## src/rtl/clock_pkg.sv

```systemverilog
// clock_pkg: shared state encoding, BCD limits and the pair incrementer for the HH:MM:SS clock
package clock_pkg;
  typedef enum logic [1:0] {RUN = 2'd0, SET_H = 2'd1, SET_M = 2'd2, SET_S = 2'd3} state_t;
  localparam int BCD_W = 4;
  localparam int HOURS_MAX = 23;
  localparam int MIN_SEC_MAX = 59;
  // Increment a two-digit BCD pair, wrapping to 00 after max.
  function automatic logic [2*BCD_W-1:0] bcd_inc(input logic [BCD_W-1:0] t, input logic [BCD_W-1:0] o, input int max);
    return (t == BCD_W'(max / 10) && o == BCD_W'(max % 10)) ? '0 :
           (o == BCD_W'(9)) ? {t + BCD_W'(1), BCD_W'(0)} : {t, o + BCD_W'(1)};
  endfunction
endpackage

```

## src/rtl/btn_debounce.sv

```systemverilog
// btn_debounce: 2-FF synchronizer, stable-level debounce and 1-cycle press pulse on the debounced rising edge
module btn_debounce #(
  parameter int DB_CYCLES = 10
) (
  input  logic clk,
  input  logic rst,
  input  logic btn,
  output logic press
);
  localparam int W = $clog2(DB_CYCLES + 1);
  logic s1, s2, db, db_d;
  logic [W-1:0] cnt;
  always_ff @(posedge clk or posedge rst) begin
    if (rst) begin
      s1 <= 1'b0;
      s2 <= 1'b0;
      db <= 1'b0;
      db_d <= 1'b0;
      press <= 1'b0;
      cnt <= '0;
    end else begin
      s1 <= btn;
      s2 <= s1;
      db_d <= db;
      press <= db & ~db_d;
      if (s2 == db) cnt <= '0;
      else if (cnt == W'(DB_CYCLES - 1)) begin
        db <= s2;
        cnt <= '0;
      end else cnt <= cnt + W'(1);
    end
  end
endmodule

```

## src/rtl/clock_set_ctrl.sv

```systemverilog
// clock_set_ctrl: button-driven time setting for the HH:MM:SS clock; edits a shadow copy and loads it back
module clock_set_ctrl
  import clock_pkg::*;
#(
  parameter int INPUT_HZ = 50_000_000,
  parameter int DEBOUNCE_MS = 20,
  parameter int BLINK_HZ = 2
) (
  input  logic       clk,
  input  logic       rst,
  input  logic       btn_mode,
  input  logic       btn_inc,
  input  logic [3:0] cur_h_tens,
  input  logic [3:0] cur_h_ones,
  input  logic [3:0] cur_m_tens,
  input  logic [3:0] cur_m_ones,
  input  logic [3:0] cur_s_tens,
  input  logic [3:0] cur_s_ones,
  output logic [3:0] set_h_tens,
  output logic [3:0] set_h_ones,
  output logic [3:0] set_m_tens,
  output logic [3:0] set_m_ones,
  output logic [3:0] set_s_tens,
  output logic [3:0] set_s_ones,
  output logic       load,
  output logic       set_active,
  output logic [1:0] sel,
  output logic       blink
);
  localparam int DB_CYCLES = INPUT_HZ / 1000 * DEBOUNCE_MS;
  localparam int BL_CYC = INPUT_HZ / (2 * BLINK_HZ);
  localparam int BW = $clog2(BL_CYC + 1);
  state_t state, state_nx;
  logic mode_p, inc_p, inc_ok;
  logic [BW-1:0] bcnt;
  btn_debounce #(.DB_CYCLES(DB_CYCLES)) u_mode (.clk(clk), .rst(rst), .btn(btn_mode), .press(mode_p));
  btn_debounce #(.DB_CYCLES(DB_CYCLES)) u_inc (.clk(clk), .rst(rst), .btn(btn_inc), .press(inc_p));
  // The 2-bit encoding wraps SET_S back to RUN on its own.
  always_comb begin
    state_nx = mode_p ? state_t'(state + 2'd1) : state;
    inc_ok = inc_p & ~mode_p;
  end
  assign sel = state;
  always_ff @(posedge clk or posedge rst) begin
    if (rst) begin
      state <= RUN;
      set_active <= 1'b0;
      load <= 1'b0;
    end else begin
      state <= state_nx;
      set_active <= state_nx != RUN;
      load <= state == SET_S && mode_p;
    end
  end
  always_ff @(posedge clk or posedge rst) begin
    if (rst) begin
      {set_h_tens, set_h_ones, set_m_tens, set_m_ones, set_s_tens, set_s_ones} <= '0;
    end else if (state == RUN && mode_p) begin
      {set_h_tens, set_h_ones, set_m_tens, set_m_ones, set_s_tens, set_s_ones} <=
        {cur_h_tens, cur_h_ones, cur_m_tens, cur_m_ones, cur_s_tens, cur_s_ones};
    end else if (inc_ok) begin
      if (state == SET_H) {set_h_tens, set_h_ones} <= bcd_inc(set_h_tens, set_h_ones, HOURS_MAX);
      if (state == SET_M) {set_m_tens, set_m_ones} <= bcd_inc(set_m_tens, set_m_ones, MIN_SEC_MAX);
      if (state == SET_S) {set_s_tens, set_s_ones} <= bcd_inc(set_s_tens, set_s_ones, MIN_SEC_MAX);
    end
  end
  // Blink phase restarts on every field change and is held off in RUN.
  always_ff @(posedge clk or posedge rst) begin
    if (rst) begin
      bcnt <= '0;
      blink <= 1'b0;
    end else if (state_nx == RUN || state_nx != state) begin
      bcnt <= '0;
      blink <= 1'b0;
    end else if (bcnt == BW'(BL_CYC - 1)) begin
      bcnt <= '0;
      blink <= ~blink;
    end else bcnt <= bcnt + BW'(1);
  end
endmodule

```

## config.mk

```make
export PLATFORM = sky130hd
export DESIGN_NAME = clock_set_ctrl
export DESIGN_NICKNAME = d
export VERILOG_FILES = /design/src/rtl/clock_pkg.sv /design/src/rtl/btn_debounce.sv /design/src/rtl/clock_set_ctrl.sv
export SDC_FILE = /design/constraint.sdc
export NUM_CORES = 1
export LEC_CHECK = 0
export ABC_AREA = 1
export CORE_ASPECT_RATIO = 0.9
export CORE_UTILIZATION = 55
export CTS_CLUSTER_SIZE = 24
export DETAILED_ROUTE_END_ITERATION = 8
export MAX_ROUTING_LAYER = met4
export PLACE_DENSITY = 0.77
export REMOVE_ABC_BUFFERS = 1
export SLEW_MARGIN = 20
export SYNTH_ARGS = -nofsm -noshare
export SYNTH_HDL_FRONTEND = slang
export SYNTH_HIERARCHICAL = 1
export SYNTH_SLANG_ARGS = --single-unit
```

## constraint.sdc

```tcl
create_clock -name clk -period 2.8 [get_ports clk]
set_clock_uncertainty 0.1 [all_clocks]
set_input_delay 0.56 -clock clk [delete_from_list [all_inputs] [get_ports clk]]
set_output_delay 0.56 -clock clk [all_outputs]
set_load 0.005 [all_outputs]
```

Word level (Yosys, flattened, before mapping)
Index checks and enable logic that the tools add are counted.
- multiply operators: 0
- reductions and logical operators: 25
- shift-type cells: 0
- equal/unequal tests: 16
- add/subtract/negate cells: 10
- divide/modulo/power cells: 0
- muxes and demuxes: 33
- order comparisons: 0
- bitwise logic cells: 9
- operators with widths (kind ; count):
    20-bit 2-to-1 mux ; 4
    4-bit 2-to-1 mux ; 18
    24-bit 2-to-1 mux ; 2
    8-bit 2-to-1 mux ; 6
    20-bit by 1-bit adder with 20-bit output (second input constant) ; 2
    20-bit equality test (second input constant) ; 2
    24-bit by 1-bit adder with 24-bit output (second input constant) ; 1
    4-bit by 1-bit adder with 4-bit output (second input constant) ; 6
    24-bit equality test (second input constant) ; 1
    4-bit equality test (second input constant) ; 3
    2-bit nonzero test ; 6
    2-bit AND reduction ; 5
    3-bit AND reduction ; 3
    3-bit nonzero test ; 3
    4-bit by 2-bit equality test with 1-bit output (second input constant) ; 2
    4-bit by 3-bit equality test with 1-bit output (second input constant) ; 2
    1-bit NOT ; 6
    1-bit logical AND ; 5
    2-bit equality test (second input constant) ; 2
    2-bit logical NOT ; 2
    1-bit AND ; 3
    2-bit by 1-bit adder with 2-bit output (second input constant) ; 1
    1-bit equality test ; 2
    2-bit by 1-bit equality test with 1-bit output (second input constant) ; 1
    other kinds (4) ; 5
- memories kept: 0
- input port bits: 28
- bits in writable memories: 0
- latch bits: 0
- output and inout port bits: 29
- ROM bits: 0
- bits in registers: 103

Longest topological paths before layout
- word-level depth: 6
- mapped depth: 10
- gate-level depth less buffers: 10

Cells and area by module
The synthesis kept the hierarchy.
- by module, submodules not included (module ; cells an instance ; instances ; seq. area each (um2) ; area an instance (um2)):
    clock_set_ctrl ; 445 ; 1 ; 1326.3 ; 3329.4
    btn_debounce ; 165 ; 2 ; 625.6 ; 1322.5

Worst setup path before layout
No wires, ideal clock.
- kind: flip-flop to flip-flop
- start point: register state[0] (netlist: sel[0])
- end point: register set_s_ones[3]
- data required time: 2.620 ns
- arrival time: 1.373 ns
- stages on the path, launching flop included: 8
- library setup time: 0.080 ns
- setup slack: 1.247 ns
- path through: dfrtp_1 -> inv_1 -> ha_1 -> nand2_2 -> buf_6 -> o21ai_2 -> or2_1 -> o211ai_2
- cells in the longest elaborated chain, start to end: 4
- ends and longest elaborated chain (item ; RTL line ; source):
    start, declared ; clock_set_ctrl.sv:33 ; state_t state, state_nx;
    start signal, assigned ; clock_set_ctrl.sv:50 ; state <= state_nx;
    2-bit logical NOT ; clock_set_ctrl.sv:58 ; end else if (state == RUN && mode_p) begin
    1-bit logical AND ; clock_set_ctrl.sv:58 ;
    2-bit nonzero test (no line) ; n/a ;
    2-bit AND reduction (no line) ; n/a ;
    end signal, assigned ; clock_set_ctrl.sv:59 ; {set_h_tens, set_h_ones, set_m_tens, set_m_ones, set_s_tens, set_s_ones} <=
    end signal, assigned ; clock_set_ctrl.sv:64 ; if (state == SET_S) {set_s_tens, set_s_ones} <= bcd_inc(set_s_tens, set_s_ones, MIN_SEC_MAX);
    end, declared ; clock_set_ctrl.sv:24 ; output logic [3:0] set_s_ones,
Parallel ways exist; a longest one is shown, timed or not.
A chain may end at the register's enable or synchronous reset.

Final worst setup path
- start point: register state[0] (netlist: sel[0])
- end point: register set_m_tens[2]
- cells in the longest elaborated chain, start to end: 4
- ends and longest elaborated chain (item ; RTL line ; source):
    2-bit logical NOT ; clock_set_ctrl.sv:58 ;
    1-bit logical AND ; clock_set_ctrl.sv:58 ;
    3-bit nonzero test (no line) or 2-bit nonzero test (tied branches) ; n/a ;
    3-bit AND reduction (no line) ; n/a ;
    end signal, assigned ; clock_set_ctrl.sv:59 ;
    end signal, assigned ; clock_set_ctrl.sv:63 ; if (state == SET_M) {set_m_tens, set_m_ones} <= bcd_inc(set_m_tens, set_m_ones, MIN_SEC_MAX);
    end, declared ; clock_set_ctrl.sv:21 ; output logic [3:0] set_m_tens,
Parallel ways exist; a longest one is shown, timed or not.

==> impl_metrics.tcl <==
set metrics [dict create \
    ios 57 \
    antenna_cells 0 \
    htree_levels 3 \
    synth_warnings 6 \
    row_count 35 \
    cts_tree "done" \
    clockBufferDepth 2 \
    cts_num_sinks 103 \
    wire_per_inst_um 13.4 \
    antenna_found_initial 0 \
    outcome "finished, violations left" \
    grt_usage 0.256 \
    synth_ff_type "dfrtp_1" \
    min_from "u_inc/s1$_DFF_PP0_" \
    hold_ws_ns 0.256 \
    initial_core_util 0.573 \
    critPathKind "flip-flop to flip-flop" \
    rr_worst_depth 7 \
    synth-seq-cells 103 \
    drtIter0Drc 368 \
    cp_max_fo 27 \
    dp_hpwl_um 9810 \
    drc_errors 6 \
    setup_violations 0 \
    die_width_um 112 \
    critPathArrivalTime_ns 2.35 \
    grt_pass1_vias 4864 \
    placed_cells 960 \
    syn_area_per_cell_um2 7.71 \
    layout_common_cells "174 x nand2_1, 149 x nor2_1, 103 x dfrtp_1" \
    cts-resized-gates 0 \
    ctsRootBufferMaster "clkbuf_16" \
    min_period_ns 2.18 \
    pre_cts_ws_ns 0.719 \
    avgViaCountPerCell 5.25 \
    clkTransAtPathRegs_ns 0.07 \
    layout-drive-gt1-share 0.106 \
    tightest_slew_ns 0.459 \
    final_cell_area_um2 6980 \
    ys_types 34 \
    grt_pass1_wl_um 22600 \
    ir_drop_uv 345 \
    crit_path_start_kind "flip-flop" \
    postCtsHoldBufs 0 \
    die_h_um 101 \
    instances_no_fill 975 \
    reg2reg_from "sel[0]$_DFF_PP0_" \
    place_area_um2 6710 \
    slew_headroom 0.694 \
    grt_max_degree 36 \
    cts_setup_buffers 0 \
    power_mw 2.78 \
    hold_viol 0 \
    setup_ws_ns 0.617 \
    fmax_ghz 0.458 \
    gp_congestion 0.935 \
    setup_tns_ns 0 \
    drt-pass1-iter-count 7 \
    syn_inst 775 \
    seq_area_frac_synth 0.431 \
    leakagePower_nw 3.06 \
    clock_latency_ns 0.35 \
    vias 5122 \
    mostFrequentLayoutCell "nand2_1" \
    synth_edf_count 0 \
    cts_buffers 9 \
    slew_viol_final 0 \
    core-area_um2 10400 \
    grt_overflow 0 \
    power_density_nw_per_um2 398 \
    reg2reg_to "set_m_tens[2]$_DFFE_PP0P_" \
    syn_area_um2 5970 \
    synth-async-reset-ratio 1.00 \
    final_util 0.670 \
    drtAntennaViolNets 0 \
    whs_path_depth 0 \
    area_delta_synth_final_pct 16.8 \
    cp.required_ns 2.96 \
    hold_end "u_inc/s2$_DFF_PP0_" \
    r2r_slack_ns 0.62 \
    hold_class "flip-flop to flip-flop" \
    rsz0062_at_grt "false" \
    drv_cap 0 \
    timing.final.crit_share 0.780 \
    cp-end-kind "flip-flop" \
    finish.net_count 889 \
    violations "DRC" \
    io_buffer_count 56 \
    wl_um 13000 \
    design.die.area_um2 11300 \
]
synth_stat cells, types with 2 or more instances:
library cell / number / share of area
a21oi_1: 27 / 0.023
dfrtp_1: 103 / 0.43
ha_1: 19 / 0.040
inv_1: 76 / 0.048
inv_2: 8 / 0.0050
nand2_1: 174 / 0.11
nand2_2: 19 / 0.020
nand2_4: 3 / 0.0057
nand3_1: 58 / 0.049
nand3_2: 3 / 0.0050
nand3b_1: 5 / 0.0063
nand4_1: 13 / 0.014
nor2_1: 149 / 0.094
nor2_2: 23 / 0.024
nor2_4: 7 / 0.013
nor3_1: 10 / 0.0084
nor3b_1: 3 / 0.0038
nor3b_2: 3 / 0.0063
o211ai_2: 3 / 0.0063
o21ai_0: 9 / 0.0075
o21ai_1: 5 / 0.0042
o21bai_1: 4 / 0.0050
o31ai_1: 2 / 0.0025
or2_1: 6 / 0.0063
xnor2_1: 9 / 0.013
xor2_1: 25 / 0.037
xor2_2: 2 / 0.0054
cells by family (layout without fill, tap and decap cells):
| group | count (synthesis) | count (layout) | share of synthesized area |
|---|---|---|---|
| and+or+nand+nor | 476 | 476 | 0.364 |
| DFF | 103 | 103 | 0.431 |
| buffers and inverters | 88 | 159 | 0.0574 |
| AOI/OAI and AO/OA | 53 | 53 | 0.0521 |
| xor gates and xnor gates | 36 | 36 | 0.0553 |
| adders and majority gates | 19 | 19 | 0.0398 |
registers in the layout, summed over array words and instances (netlist names), 2 cells and up:
register,cells
set_m_ones,4
set_h_tens,4
set_m_tens,4
set_s_ones,4
u_inc/cnt,20
set_h_ones,4
u_mode/cnt,20
set_s_tens,4
bcnt,24
sel,2
layer usage:
layer | vias to the layer above | GRT usage | routed length [um]
li1 | 2570 | - | -
met1 | 2396 | 0.339 | 6090
met2 | 138 | 0.405 | 6120
met3 | 18 | 0.0463 | 668
met4 | 0 | 0.0748 | 165
met5 | - | - | 0
how the worst max path moves through the flow:
stage,start,end,slack (ns),cells past startpoint
after floorplan,rst,bcnt[0]$_DFF_PP0_,0.85,1
after global placement,sel[0]$_DFF_PP0_,set_m_tens[3]$_DFFE_PP0P_,0.86,7
after detailed placement,sel[0]$_DFF_PP0_,set_m_tens[3]$_DFFE_PP0P_,0.72,7
after CTS,sel[0]$_DFF_PP0_,set_m_tens[3]$_DFFE_PP0P_,0.68,7
after global routing,sel[0]$_DFF_PP0_,set_m_tens[1]$_DFFE_PP0P_,0.50,7
final,sel[0]$_DFF_PP0_,set_m_tens[2]$_DFFE_PP0P_,0.62,7
power breakdown:
part           leakage [nW]  internal [mW]  switching (mW)
sequential             1.30           1.50         0.00666
clock                 0.127          0.610           0.565
combinational          1.63         0.0462          0.0561
worst max-delay path: stages (launching register included):
cell and delay, ns:
dfrtp_1 0.42, inv_1 0.11, ha_1 0.21, nand2_2 0.27, inv_2 0.28, nor3b_2 0.39
nand2_1 0.12, a21oi_1 0.19
layout make-up:
| class | count | area [um^2] |
|---|---|---|
| Fill cell | 884 | 3440 |
| Multi-Input combinational cell | 584 | 3050 |
| Sequential cell | 103 | 2580 |
| Timing Repair Buffer | 59 | 596 |
| Inverter | 85 | 319 |
| Clock buffer | 10 | 229 |
| Tap cell | 129 | 161 |
| Clock inverter | 5 | 43.8 |
Power figures use the tool's default switching activity.
